File: src/rtl/goose_pkg.sv
// Goose runner shared types and constants.
// Imported by the game sequencer, its interface and sprite drawers.
package goose_pkg;

    typedef enum logic [1:0] {
        ST_IDLE = 2'd0,
        ST_RUN  = 2'd1,
        ST_HIT  = 2'd2,
        ST_OVER = 2'd3
    } state_e;

    localparam int SCORE_W_DEF = 16;

    localparam logic [11:0] COL_GOOSE = 12'hFFF;
    localparam logic [11:0] COL_BEAN  = 12'h840;
    localparam logic [11:0] COL_SCORE = 12'h0F0;
    localparam logic [11:0] COL_HIT   = 12'hF00;
    localparam logic [11:0] COL_BG    = 12'h000;

endpackage

File: src/rtl/game_ctrl_if.sv
// Sequencer-facing signal bundle: frame/button/collide in,
// run/jump/hit/score status out.
interface game_ctrl_if
    import goose_pkg::*;
#(
    parameter int SCORE_W = SCORE_W_DEF
);
    logic               frame_tick;
    logic               btn_raw;
    logic               collide;
    logic               run_en;
    logic               jump;
    logic               hit;
    logic               game_over;
    logic [SCORE_W-1:0] score;
    logic [SCORE_W-1:0] score_hi;
    logic [1:0]         state;

    modport master (
        output frame_tick, btn_raw, collide,
        input  run_en, jump, hit, game_over,
        input  score, score_hi, state
    );

    modport slave (
        input  frame_tick, btn_raw, collide,
        output run_en, jump, hit, game_over,
        output score, score_hi, state
    );
endinterface

File: src/rtl/btn_debounce.sv
// Button front end: 2-flop synchroniser, frame-sampled
// debounce and a one-clock pulse on each accepted press.
module btn_debounce #(
    parameter int DEB_FRAMES = 2
) (
    input  logic clk,
    input  logic reset,
    input  logic frame_tick,
    input  logic btn_raw,
    output logic btn_level,
    output logic btn_edge
);
    localparam int CW = $clog2(DEB_FRAMES + 1);

    logic          sync_q1;
    logic          sync_q2;
    logic [CW-1:0] cnt_q;
    logic          level_q;
    logic          edge_q;

    always_ff @(posedge clk or negedge reset) begin
        if (!reset) begin
            sync_q1 <= 1'b0;
            sync_q2 <= 1'b0;
            cnt_q   <= '0;
            level_q <= 1'b0;
            edge_q  <= 1'b0;
        end else begin
            sync_q1 <= btn_raw;
            sync_q2 <= sync_q1;
            edge_q  <= 1'b0;
            // any sample agreeing with the held level restarts the run
            if (frame_tick) begin
                if (sync_q2 == level_q) begin
                    cnt_q <= '0;
                end else if (cnt_q == CW'(DEB_FRAMES - 1)) begin
                    cnt_q   <= '0;
                    level_q <= sync_q2;
                    edge_q  <= sync_q2;
                end else begin
                    cnt_q <= cnt_q + CW'(1);
                end
            end
        end
    end

    assign btn_level = level_q;
    assign btn_edge  = edge_q;
endmodule

File: src/rtl/game_ctrl.sv
// Run/hit/game-over sequencer: owns score, high score and
// the frame counters; gates animation and issues jumps.
module game_ctrl
    import goose_pkg::*;
#(
    parameter int SCORE_W        = SCORE_W_DEF,
    parameter int SCORE_DIV      = 10,
    parameter int HIT_FRAMES     = 30,
    parameter int HOLDOFF_FRAMES = 60,
    parameter int DEB_FRAMES     = 2
) (
    input logic        clk,
    input logic        reset,
    game_ctrl_if.slave bus
);
    localparam int FW = $clog2(SCORE_DIV + 1);
    localparam int HW = $clog2(HIT_FRAMES + 1);
    localparam int OW = $clog2(HOLDOFF_FRAMES + 1);

    state_e             state_q, state_d;
    logic [FW-1:0]      frame_q, frame_d;
    logic [HW-1:0]      hcnt_q, hcnt_d;
    logic [OW-1:0]      hold_q, hold_d;
    logic [SCORE_W-1:0] score_q, score_d;
    logic [SCORE_W-1:0] hi_q, hi_d;
    logic               jump_q, jump_d;
    logic               btn_edge;
    logic               btn_level_unused;

    btn_debounce #(
        .DEB_FRAMES(DEB_FRAMES)
    ) u_btn (
        .clk       (clk),
        .reset     (reset),
        .frame_tick(bus.frame_tick),
        .btn_raw   (bus.btn_raw),
        .btn_level (btn_level_unused),
        .btn_edge  (btn_edge)
    );

    always_ff @(posedge clk or negedge reset) begin
        if (!reset) begin
            state_q <= ST_IDLE;
            frame_q <= '0;
            hcnt_q  <= '0;
            hold_q  <= '0;
            score_q <= '0;
            hi_q    <= '0;
            jump_q  <= 1'b0;
        end else begin
            state_q <= state_d;
            frame_q <= frame_d;
            hcnt_q  <= hcnt_d;
            hold_q  <= hold_d;
            score_q <= score_d;
            hi_q    <= hi_d;
            jump_q  <= jump_d;
        end
    end

    always_comb begin
        state_d = state_q;
        frame_d = frame_q;
        hcnt_d  = hcnt_q;
        hold_d  = hold_q;
        score_d = score_q;
        hi_d    = hi_q;
        jump_d  = 1'b0;
        unique case (state_q)
            ST_IDLE: begin
                score_d = '0;
                if (btn_edge) begin
                    state_d = ST_RUN;
                    frame_d = '0;
                end
            end
            ST_RUN: begin
                // a hit swallows any jump or score tick in the same clk
                if (bus.collide) begin
                    state_d = ST_HIT;
                    hcnt_d  = '0;
                end else begin
                    jump_d = btn_edge;
                    if (bus.frame_tick) begin
                        if (frame_q == FW'(SCORE_DIV - 1)) begin
                            frame_d = '0;
                            if (score_q != '1)
                                score_d = score_q + SCORE_W'(1);
                        end else begin
                            frame_d = frame_q + FW'(1);
                        end
                    end
                end
            end
            ST_HIT: begin
                if (score_q > hi_q)
                    hi_d = score_q;
                if (bus.frame_tick) begin
                    if (hcnt_q == HW'(HIT_FRAMES - 1)) begin
                        state_d = ST_OVER;
                        hold_d  = '0;
                    end else begin
                        hcnt_d = hcnt_q + HW'(1);
                    end
                end
            end
            ST_OVER: begin
                if (bus.frame_tick &&
                    hold_q != OW'(HOLDOFF_FRAMES))
                    hold_d = hold_q + OW'(1);
                if (btn_edge &&
                    hold_q == OW'(HOLDOFF_FRAMES)) begin
                    state_d = ST_RUN;
                    score_d = '0;
                    frame_d = '0;
                end
            end
            default: state_d = ST_IDLE;
        endcase
    end

    assign bus.run_en    = (state_q == ST_RUN);
    assign bus.hit       = (state_q == ST_HIT) ||
                           (state_q == ST_OVER);
    assign bus.game_over = (state_q == ST_OVER);
    assign bus.jump      = jump_q;
    assign bus.score     = score_q;
    assign bus.score_hi  = hi_q;
    assign bus.state     = state_q;
endmodule

File: src/flat_wrapper.sv
// flat-port wrapper written by rule: the top's interface ports become plain ports
module game_ctrl_flat import goose_pkg::*;
#(
    parameter int SCORE_W        = SCORE_W_DEF,
    parameter int SCORE_DIV      = 10,
    parameter int HIT_FRAMES     = 30,
    parameter int HOLDOFF_FRAMES = 60,
    parameter int DEB_FRAMES     = 2
)
  (clk, reset, bus_frame_tick, bus_btn_raw, bus_collide, bus_run_en, bus_jump, bus_hit, bus_game_over, bus_score, bus_score_hi, bus_state);
  game_ctrl_if #(.SCORE_W(SCORE_W)) bus_i ();
  input logic clk;
  input logic reset;
  input wire logic [$bits(bus_i.frame_tick)-1:0] bus_frame_tick;
  input wire logic [$bits(bus_i.btn_raw)-1:0] bus_btn_raw;
  input wire logic [$bits(bus_i.collide)-1:0] bus_collide;
  output wire logic [$bits(bus_i.run_en)-1:0] bus_run_en;
  output wire logic [$bits(bus_i.jump)-1:0] bus_jump;
  output wire logic [$bits(bus_i.hit)-1:0] bus_hit;
  output wire logic [$bits(bus_i.game_over)-1:0] bus_game_over;
  output wire logic [$bits(bus_i.score)-1:0] bus_score;
  output wire logic [$bits(bus_i.score_hi)-1:0] bus_score_hi;
  output wire logic [$bits(bus_i.state)-1:0] bus_state;
  assign bus_i.frame_tick = bus_frame_tick;
  assign bus_i.btn_raw = bus_btn_raw;
  assign bus_i.collide = bus_collide;
  assign bus_run_en = bus_i.run_en;
  assign bus_jump = bus_i.jump;
  assign bus_hit = bus_i.hit;
  assign bus_game_over = bus_i.game_over;
  assign bus_score = bus_i.score;
  assign bus_score_hi = bus_i.score_hi;
  assign bus_state = bus_i.state;
  game_ctrl #(.SCORE_W(SCORE_W), .SCORE_DIV(SCORE_DIV), .HIT_FRAMES(HIT_FRAMES), .HOLDOFF_FRAMES(HOLDOFF_FRAMES), .DEB_FRAMES(DEB_FRAMES)) u_core (.clk(clk), .reset(reset), .bus(bus_i));
endmodule
File: config.mk
export PLATFORM = sky130hd
export DESIGN_NAME = game_ctrl_flat
export DESIGN_NICKNAME = d
export VERILOG_FILES = /design/src/rtl/goose_pkg.sv /design/src/rtl/game_ctrl_if.sv /design/src/rtl/btn_debounce.sv /design/src/rtl/game_ctrl.sv /design/src/flat_wrapper.sv
export SDC_FILE = /design/constraint.sdc
export NUM_CORES = 1
export LEC_CHECK = 0
export BUFFER_PORTS_ARGS = -buffer_cell sky130_fd_sc_hd__buf_2
export CORE_ASPECT_RATIO = 1.75
export CORE_MARGIN = 2
export CORE_UTILIZATION = 40
export DETAILED_ROUTE_END_ITERATION = 8
export PLACE_DENSITY_LB_ADDON = 0.25
export SYNTH_ARGS = -nofsm -noshare
export SYNTH_HDL_FRONTEND = slang
export SYNTH_SLANG_ARGS = --single-unit
File: constraint.sdc
create_clock -name clk -period 2.8 [get_ports clk]
set_clock_uncertainty 0.15 [all_clocks]
set_input_delay 0 -clock clk [delete_from_list [all_inputs] [get_ports clk]]
set_output_delay 0 -clock clk [all_outputs]
set_load 0.01 [all_outputs]
* Word level (Yosys, flattened, before mapping)
Cells that the tools add are included.
** Operators by class
- Add/sub/neg operators :: 5
- $mul :: 0
- Div/mod/pow operators :: 0
- Order comparisons :: 1
- Equality and inequality tests :: 21
- Shift operators :: 0
- Muxes and demuxes :: 33
- Bitwise operators :: 1
- Reduce and logical (&&, ||, !) cells :: 14
** Operator list (number)
- 16-bit two-way mux :: 5
- 16-bit case mux with 3 select lines :: 1
- 4-bit two-way mux :: 5
- 6-bit two-way mux :: 3
- 16-bit by 1-bit adder with 16-bit output (second input constant) :: 1
- 16-bit greater-than comparator :: 1
- 16-bit != test (second input constant) :: 1
- 5-bit two-way mux :: 3
- 2-bit two-way mux :: 7
- 2-bit != test (second input constant) :: 6
- 4-bit case mux with 3 select lines :: 1
- 6-bit case mux with 2 select lines :: 1
- 2-bit by 1-bit != test with 1-bit output (second input constant) :: 5
- 5-bit case mux with 2 select lines :: 1
- 5-bit AND reduction :: 2
- 2-bit case mux with 4 select lines :: 1
- 4-bit AND reduction :: 2
- 6-bit by 1-bit adder with 6-bit output (second input constant) :: 1
- 6-bit == test (second input constant) :: 1
- 6-bit != test (second input constant) :: 1
- 6-bit AND reduction :: 1
- 5-bit by 1-bit adder with 5-bit output (second input constant) :: 1
- 5-bit == test (second input constant) :: 1
- 1-bit two-way mux :: 5
- 14 further kinds :: 18
** Storage, ports and cells
- Register bits :: 56
- Bits in latches :: 0
- Memory bits (writable) :: 0
- ROM bits :: 0
- Bits of input ports :: 5
- Output and inout port bits :: 38
- Memories :: 0

* Logic depth before layout (Yosys ltp)
- Word-level depth :: 6
- Depth in mapped cells :: 8
- Depth with buffers taken out :: 7

* Cells and area by module
Synthesis repeated with hierarchy kept, for this count alone.
** Second synthesis, totals
- Cells, all modules :: 337
- Area total of the unflattened synthesis :: 3299.4 um2
** Modules (own cells, without submodules)
- game_ctrl :: times used 1, cells each 321, area an instance 3075.4 um2, seq. area each 1251.2 um2
- btn_debounce :: times used 1, cells each 16, area an instance 224.0 um2, seq. area each 150.1 um2

* Least setup slack after synthesis
Ideal clock, no wire load.
- Path type :: reg2reg
- Start point :: reg u_core.score_q[1], in the netlist u_core.bus.score[1]
- End point :: reg u_core.hi_q[11], in the netlist u_core.bus.score_hi[11]
- Arrival time :: 2.118 ns
- Required time :: 2.525 ns
- Path slack :: 0.407 ns
- Cell stages (with the launch flop) :: 8
- Path buffers :: 1
- Cells stage by stage :: dfrtp_1 -> ha_1 -> nor2b_1 -> o211ai_1 -> a2111o_1 -> a31oi_4 -> buf_12 -> mux2_4
** Between the ends
- Cells in the longest elaborated chain, start to end :: 2
** Ends and longest elaborated chain
- start: declaration :: line game_ctrl.sv:24 : logic [SCORE_W-1:0] score_q, score_d;
- start signal: assignment :: line game_ctrl.sv:55 : score_q <= score_d;
- 16-bit greater-than comparator :: line game_ctrl.sv:96 : if (score_q > hi_q)
- 2-bit AND reduction (no source line)
- end signal: assignment :: line game_ctrl.sv:56 : hi_q <= hi_d;
- end: declaration :: line game_ctrl.sv:25 : logic [SCORE_W-1:0] hi_q, hi_d;
Every way passes these cells.
A chain may end at the register's enable or synchronous reset.

* Worst setup path after layout
- Start point :: reg u_core.score_q[7], in the netlist u_core.bus.score[7]
- End point :: reg u_core.hi_q[2], in the netlist u_core.bus.score_hi[2]
Same word-level chain as after synthesis.

==> impl_metrics.tcl <==
set metrics [dict create \
    nNetsFinal 418 \
    start_util_pct 41.2 \
    intPower_mw 1.78 \
    p_switching_mw 1.15 \
    critical_path_required_ns 2.83 \
    antenna_found_initial 0 \
    dieArea_sq_um 8970 \
    critPathKind "register to register" \
    synthTopCellsByCount "dfrtp_1 (56), inv_1 (29), ha_1 (28)" \
    grt_start_max_net_pins 31 \
    worst_pin_slew_ns 0.513 \
    area_growth_pct 18.3 \
    synth_most_common_cell "dfrtp_1" \
    io_pins 43 \
    synth-seq-area-share_pct 42.7 \
    holdWs_ns 0.0876 \
    layout_setup_ws_ns 0.328 \
    rows 43 \
    crit_end "u_core.bus.score_hi[2]$_DFFE_PN0P_" \
    final_hold_viol_count 0 \
    rsz0062_at_grt "no" \
    yosys_warnings 0 \
    drcViolationCount 0 \
    postRouteAntennaNets 0 \
    track_usage_pct 18.4 \
    cts.sinks 56 \
    grt_pass1_wl_microns 13000 \
    max_freq_ghz 0.405 \
    reg2regPathDepth 6 \
    status "finished clean" \
    hpwl_microns 5810 \
    maxSlewHeadroom_pct 65.8 \
    finalCritPeriodShare_pct 88.3 \
    postCtsSetupBuffers 0 \
    vias 2654 \
    pre_cts_slack_ns 0.327 \
    leakagePower_nw 1.89 \
    fin_util_pct 48.7 \
    period_minus_slack_ns 2.47 \
    synth.area.top_cells "dfrtp_1 (43%), ha_1 (11%), mux2_4 (3.7%), inv_1 (3.3%), mux2_2 (3.1%)" \
    tritoncts "done" \
    worst_setup_path_start_kind "register" \
    clk_pin_slew_worst_paths_ns 0.07 \
    cp-end-kind "register" \
    setup_viol 0 \
    drive_gt1_share_pct 23.6 \
    cts_buffer_depth 2 \
    yosysTopAreaCell "dfrtp_1" \
    overflow 0 \
    critPathMaxFanout 15 \
    port-buffer-count 42 \
    ir_worst_vdd_uv 684 \
    place_area_sq_um 3690 \
    r2r_slack_ns 0.33 \
    die_w_microns 72.4 \
    synth_edf_count 0 \
    swShare_pct 39.4 \
    die_h_microns 124 \
    ys.flop_type "dfrtp_1" \
    root_buffer "clkbuf_16" \
    first_global_vias 2741 \
    power.density_nw_per_um2 756 \
    yosysUniqueCellTypes 54 \
    synth_area_sq_um 3280 \
    reg2reg_to "u_core.bus.score_hi[2]$_DFFE_PN0P_" \
    cp.arrival_ns 2.50 \
    drtIter0Drc 162 \
    setup_tns_ns 0 \
    yosysTopAreaCellShare_pct 42.7 \
    numCtsBuffers 5 \
    async_flop_share_pct 100 \
    power_frac_comb_pct 43.0 \
    core_sq_um 7960 \
    rr_startpoint "u_core.bus.score[7]$_DFFE_PN0P_" \
    wl_per_cell_microns 15.9 \
    min_path_type "input port to asynchronous set/reset pin" \
    final_cell_area_sq_um 3880 \
    p_clk_share_pct 21.8 \
    wl_microns 7550 \
    power_frac_seq_pct 35.2 \
    dr.pass1.iters 4 \
    drv_slew 0 \
    synth_cells 322 \
    diodes 0 \
    syn_nets 355 \
    cap_violations 0 \
    gp_congestion 0.851 \
    htreeDepth 2 \
    syn-mean-instance-area_sq_um 10.2 \
    worstSetupStartpoint "u_core.bus.score[7]$_DFFE_PN0P_" \
    insertion_delay_ns 0.30 \
    via_per_inst 5.58 \
    ys_ff_latch 56 \
]
-- metal layers --
layer	share of wire [%]	vias to the layer above	wire [microns]	global-route usage, %
met2	55	60	4150	33.8
met3	3.2	14	243	2.83
met4	2.9	0	216	8.56
met5	0	-	0	0
li1	-	1294	-	-
met1	39	1286	2950	20.5
-- flip-flops by register name (all words and copies together), names as in the netlist, 2 cells and up --
| name | cells |
|---|---|
| u_core.frame_q | 4 |
| u_core.bus.state | 2 |
| u_core.bus.score | 16 |
| u_core.hcnt_q | 5 |
| u_core.u_btn.cnt_q | 2 |
| u_core.bus.score_hi | 16 |
| u_core.hold_q | 6 |
-- worst min path at each step --
| stage | slack [ns] | endpoint | cells past startpoint | from |
|---|---|---|---|---|
| 2_1_floorplan | -0.45 | u_core.bus.jump$_DFF_PN0_ | 0 | reset |
| 3_3_place_gp | -0.12 | u_core.bus.score[6]$_DFFE_PN0P_ | 2 | reset |
| 3_5_place_dp | -0.12 | u_core.bus.score_hi[5]$_DFFE_PN0P_ | 2 | reset |
| 4_1_cts | 0.1 | u_core.bus.score_hi[5]$_DFFE_PN0P_ | 3 | reset |
| 5_1_grt | 0.15 | u_core.bus.score_hi[5]$_DFFE_PN0P_ | 3 | reset |
| 6_report | 0.09 | u_core.bus.score_hi[5]$_DFFE_PN0P_ | 3 | reset |
-- metrics by stage --
step | power (mW) | instances
after CTS | 2.97 | 476
after global routing | 3.17 | 476
final | 2.93 | 476
after detailed placement | 2.31 | 464
after floorplan | 1.91 | 322
after global placement | 2.28 | 464
-- critical path, cell delays in order (launching register included) --
cell and delay, ns:
dfrtp_1 0.45, ha_1 0.35, nand4_1 0.15, a2111o_1 0.45, a31oi_4 0.25, buf_12 0.20, mux2_2 0.35
-- kinds of logic (layout without fill, tap and decap cells) --
| kind of cell | after synthesis | count (layout) | share of synthesized area [%] |
|---|---|---|---|
| AND/OR/NAND/NOR | 106 | 106 | 17.2 |
| AO/OA/AOI/OAI | 65 | 65 | 13.9 |
| flip-flops | 56 | 56 | 42.7 |
| buffers and inverters | 36 | 100 | 4.96 |
| adder cells (fa/ha/maj) | 28 | 28 | 10.7 |
| multiplexers | 20 | 20 | 7.67 |
| XOR/XNOR | 11 | 11 | 2.94 |
-- timing repair --
item,CTS,global route
hold buffers,4,0
hold endpoints to repair,62,0
resized for setup,0,0
-- layout by cell type (no fill, tap or decap), types with 13 or more instances in the layout --
cell and instances:
nand3_1 19, ha_1 28, nand2_1 25, buf_2 42, nand4_1 14, dfrtp_1 56
inv_1 29, buf_4 16, nor2_1 17, a21oi_1 13, o21ai_0 16
-- area by class of cell --
| type | count | area [sq um] |
|---|---|---|
| Multi-Input combinational cell | 230 | 1720 |
| Tap cell | 90 | 113 |
| Timing Repair Buffer | 63 | 390 |
| Sequential cell | 56 | 1400 |
| Clock inverter | 1 | 7.51 |
| Fill cell | 764 | 4080 |
| Clock buffer | 7 | 143 |
| Inverter | 29 | 109 |
-- power groups by stage --
stage | Clock (mW) | Combinational, mW | Sequential (mW)
2_1_floorplan | 0 | 0.868 | 1.04
3_3_place_gp | 0 | 1.24 | 1.04
5_1_grt | 0.692 | 1.43 | 1.05
6_report | 0.639 | 1.26 | 1.03
4_1_cts | 0.667 | 1.28 | 1.03
3_5_place_dp | 0 | 1.27 | 1.05
(Power assumes the default switching activity.)
